`src/rtl/rom_stream_reader.sv`:
```
// rom_stream_reader: fetches a block of bytes from a combinational lookup ROM
// and presents them on a valid/ready byte stream. The stream runs at full
// throughput and honours backpressure from the consumer.
// Optional feature macro: ROM_RDR_CHKSUM_EN adds an XOR checksum of every
// fetched byte on the chksum port.
module rom_stream_reader #(
  parameter int AW = 8,
  parameter int DW = 8
) (
  input  logic          clk,
  input  logic          reset_n,
  input  logic          start,
  input  logic [AW-1:0] start_addr,
  input  logic [AW-1:0] length,
  input  logic          abort,
  output logic          busy,
  output logic          done,
  output logic [AW-1:0] rom_address,
  output logic          rom_read_en,
  output logic          rom_ce,
  input  logic [DW-1:0] rom_data,
  output logic [DW-1:0] out_data,
  output logic          out_valid,
  input  logic          out_ready
`ifdef ROM_RDR_CHKSUM_EN
  ,
  output logic [DW-1:0] chksum
`endif
);

  typedef enum logic {
    IDLE,
    RUN
  } state_t;

  state_t        state;
  logic [AW-1:0] addr_q;
  logic [AW:0]   remain_q;
  logic          can_advance;
  logic          fetch;
  logic [AW:0]   block_len;

  // The output register can take a new byte when it is empty or being drained.
  assign can_advance = !out_valid || out_ready;

  // A fetch moves one ROM byte into the output register; abort always wins.
  assign fetch = (state == RUN) && (remain_q != '0) && can_advance && !abort;

  // A length of zero stands for a full 2**AW byte block.
  assign block_len = (length == '0) ? {1'b1, {AW{1'b0}}} : {1'b0, length};

  assign rom_address = addr_q;
  assign rom_read_en = fetch;
  assign rom_ce      = (state == RUN);
  assign busy        = (state != IDLE);

  // Control FSM, address/remaining counters and the registered stream output.
  always_ff @(posedge clk or negedge reset_n) begin
    if (!reset_n) begin
      state     <= IDLE;
      addr_q    <= '0;
      remain_q  <= '0;
      out_data  <= '0;
      out_valid <= 1'b0;
      done      <= 1'b0;
    end else begin
      done <= 1'b0;
      if (abort) begin
        state     <= IDLE;
        out_valid <= 1'b0;
        remain_q  <= '0;
      end else begin
        case (state)
          IDLE: begin
            if (start) begin
              addr_q   <= start_addr;
              remain_q <= block_len;
              state    <= RUN;
            end
          end
          RUN: begin
            if (fetch) begin
              out_data  <= rom_data;
              out_valid <= 1'b1;
              addr_q    <= addr_q + 1'b1;
              remain_q  <= remain_q - 1'b1;
            end else if (out_ready) begin
              out_valid <= 1'b0;
            end
            if ((remain_q == '0) && can_advance) begin
              state <= IDLE;
              done  <= 1'b1;
            end
          end
          default: state <= IDLE;
        endcase
      end
    end
  end

`ifdef ROM_RDR_CHKSUM_EN
  // Running XOR of fetched bytes, cleared when a new block is accepted.
  always_ff @(posedge clk or negedge reset_n) begin
    if (!reset_n) begin
      chksum <= '0;
    end else if (!abort && (state == IDLE) && start) begin
      chksum <= '0;
    end else if (fetch) begin
      chksum <= chksum ^ rom_data;
    end
  end
`endif

endmodule

```
`config.mk`:
```
export PLATFORM = sky130hd
export DESIGN_NAME = rom_stream_reader
export DESIGN_NICKNAME = d
export VERILOG_FILES = /design/src/rtl/rom_stream_reader.sv
export SDC_FILE = /design/constraint.sdc
export NUM_CORES = 1
export LEC_CHECK = 0
export CORE_AREA = 3 3 57 72
export CTS_CLUSTER_DIAMETER = 50
export DETAILED_ROUTE_END_ITERATION = 6
export DIE_AREA = 0 0 60 75
export PLACE_DENSITY_LB_ADDON = 0.08
export SYNTH_ARGS = -nofsm -noshare
export SYNTH_HDL_FRONTEND = slang
export SYNTH_SLANG_ARGS = --single-unit
```
`constraint.sdc`:
```
create_clock -name clk -period 4.98 [get_ports clk]
set_clock_uncertainty 0.05 [all_clocks]
set_input_delay 1.245 -clock clk [delete_from_list [all_inputs] [get_ports clk]]
set_output_delay 1.245 -clock clk [all_outputs]
set_load 0.005 [all_outputs]
```
==> results.txt <==
----------------------------------------------------
[Clock tree]
  Latest clock arrival within the worst-skew pair ... roughly 0.28 ns
  Cts hold-fix bufs ... 0
  # Post-CTS Setup Buffers ... 0
  TritonCTS buffer count ... 3
  Number of gates resized after CTS ... 0
  Root buffer cell ... clkbuf_8
  Longest Clk Path Bufs ... 2
  Clk sinks ... 28
  H-tree Lvls ... 1
  Clock transition at the registers of the reported paths ... 0.10 ns
  Clock tree from TritonCTS ... built

[Place]
  Final estimated routing congestion in global placement ... 0.828
  HPWL reported at the end of detailed placement ... 3180 um
  Port Buf Inserts ... 49

[Global route]
  Global router's overall resource usage ... 0.207
  Overall overflow remaining after global route ... 0
  Maximum number of pins on one net before global-route repair ... 29
  First-pass GRT wire length ... 7180 um
  Number of antenna violations at the first check in global routing ... 0
  Via count of the first global-routing pass ... 1559

[Status]
  Result of the run ... finished clean

[Routing]
  Total via count after detailed routing ... 1574
  DR DRC count ... 0
  Number of nets with antenna violations after detailed routing ... 0
  Via-to-Cell Ratio ... 6.22
  Number of DRC markers in iteration 0 ... 81
  Post-detailed-routing wire length ... 4430 um
  Post-DR wirelength/cell ... 17.5 um
  First drt pass iteration count ... 4

[Timing]
  Final-report setup violation count ... 0
  Worst slew pin tran ... 0.815 ns
  Worst Hold Margin ... ~0.47 ns
  Unrepaired setup endpoints after global routing ... no
  Number of hold-slack violations in the final timing report ... 0
  Number of max-slew violations in the final report ... 0
  Final Critical Period ... roughly 4.2 ns
  Slew margin rel. ... 0.452
  Setup tns final ... 0 ns
  Maximum clock frequency ... about 0.24 GHz
  Fraction of the cycle the final worst path needs ... 0.839

[Hold path]
  Cell count of the worst hold path ... 1
  Type of the most critical hold path ... reg -> reg

[Yosys]
  Most numerous cell in the Yosys netlist ... dfrtp_1
  Number of synthesized flops with an enable pin ... 0
  Area leader, netlist ... dfrtp_1
  Post-synthesis sequential element count ... 28
  Area contributors post-synth ... dfrtp_1, mux2_4, a21oi_1, o32ai_1, nand2b_1
  Top cell types by occurrence after synthesis ... dfrtp_1, a21oi_1, nor2_1, clkbuf_1
  Distinct cell type count after synthesis ... 47
  Leading register cell type out of synthesis ... dfrtp_1
  Synth top area share ... 0.406
  Portion of the post-synthesis area used by sequential elements ... 0.406
  Post-Syn Instances ... 171
  Syn_area_per_cell ... 10.1 um2
  Share of flip-flops with an asynchronous set or reset after synthesis ... 1.00
  Total nets after synthesis ... 202
  Netlist area before placement ... approximately 1700 um2
  Ys Warns ... 0

[Floorplanning]
  Initial core utilization ... 0.495
  Vertical extent of the die ... about 75 um
  Area of the placeable core ... approximately 3500 um2
  Width of the die ... roughly 60 um
  I/O pins ... 50
  Floorplan die area ... between 4000 and 5000 um2
  Rows ... 24

[Worst setup path]
  Required time reported for the critical path endpoint ... roughly 3.7 ns
  Element type at the critical path end ... primary output
  Critical Path Start Type ... input pin
  Arrival time of data at the critical path endpoint ... 2.89 ns
  Largest driver fanout on the critical path ... 12
  Reg2Reg Setup Slack ... 2.31 ns
  Setup Crit Path Kind ... in -> out
  Depth of the worst register-to-register path ... 5

[Run]
  Number of max-cap violations ... 0

[Power]
  Power density normalized to cell area ... 437 nW/um2
  Static Leakage ... 0.906 nW
  VDD IR max ... 0.305 mV

[Final layout]
  Diodes inserted ... 0
  Area growth syn-to-layout ... 32.6%
  Fraction of layout cells with a size suffix above 1 ... 0.140
  Number of nets at the end of the flow ... 246

----------------------------------------------------
==> metal layers <==
| layer | share of wire | GRT usage | vias to the layer above |
|---|---|---|---|
| li1 | - | - | 733 |
| met1 | 0.41 | 0.256 | 780 |
| met2 | 0.52 | 0.355 | 54 |
| met3 | 0.058 | 0.0292 | 7 |
| met4 | 0.015 | 0.0936 | 0 |
| met5 | 0 | 0 | - |
==> kinds of logic (layout without fill, tap and decap cells) <==
kind of cell	Yosys count	after routing	share of synthesized area
adders and majority gates	2	2	0.0145
muxes	14	14	0.106
AOI/OAI and AO/OA	49	49	0.228
DFF	28	28	0.406
buffers and inverters	20	63	0.0566
and+or+nand+nor	58	58	0.189
==> sequential cells by signal, summed over array words and instances (netlist names) <==
register     cells
remain_q         9
out_valid        1
done             1
busy             1
rom_address      8
out_data         8
==> placed cells by master, fill, tap and decap left out, types with 2 or more instances in the layout <==
cell type	Yosys	layout
clkdlybuf4s50_1	0	49
dfrtp_1	28	28
a21oi_1	16	16
nor2_1	10	10
nand2b_1	8	8
mux2_4	8	8
nor3_1	8	8
inv_1	7	7
o32ai_1	7	7
nand3_1	6	6
nand2_1	4	4
mux2i_1	4	4
nor3b_1	4	4
nor2b_1	3	3
nor4_1	3	3
or2_2	3	3
a211oi_1	3	3
o221a_2	3	3
clkbuf_8	0	3
buf_4	2	3
a21oi_2	2	2
and2_1	2	2
mux2_2	2	2
a22oi_1	2	2
a31oi_1	2	2
ha_1	2	2
==> worst max-delay path, stage by stage <==
cell             delay (ns)
clkdlybuf4s50_1        0.47
nand2b_1               0.24
o311a_4                0.38
clkdlybuf4s50_1        0.54
==> final cells by class <==
| type | count | area, um2 |
|---|---|---|
| Tap cell | 39 | 48.8 |
| Multi-Input combinational cell | 123 | 926 |
| Sequential cell | 28 | 701 |
| Fill cell | 274 | 1200 |
| Timing Repair Buffer | 52 | 513 |
| Clock buffer | 3 | 41.3 |
| Clock inverter | 1 | 30.0 |
| Inverter | 7 | 26.3 |
==> worst paths after layout <==
path | end | startpoint
worst min-delay path | out_data[1] | out_data[1]
max in group asynchronous | rom_address[7] | reset_n
worst max register to register | rom_address[1] | busy
worst max-delay path | rom_read_en | out_ready
worst min register to register | out_data[1] | out_data[1]
min in group asynchronous | out_data[5] | reset_n
==> power breakdown <==
| part | total (W) | switching, W | internal [W] | leakage (nW) |
|---|---|---|---|---|
| registers | 0.000373 | 0.0000735 | 0.000300 | 0.349 |
| logic | 0.000441 | 0.000176 | 0.000265 | 0.522 |
| clock network | 0.000183 | 0.0000755 | 0.000108 | 0.0357 |
==> through the flow <==
stage                     std cells   util  setup WS, ns  total power (W)  instance area (um2)
final                           253  0.656         0.800         0.000998                 2290
after global routing            253  0.656         0.723          0.00106                 2290
after CTS                       253  0.656         0.785          0.00101                 2290
after detailed placement        249  0.636         0.788         0.000820                 2210
after global placement          249  0.636         0.827         0.000803                 2210
after floorplan                 171      -          1.71         0.000611                 1720
(Power assumes the default switching activity.)
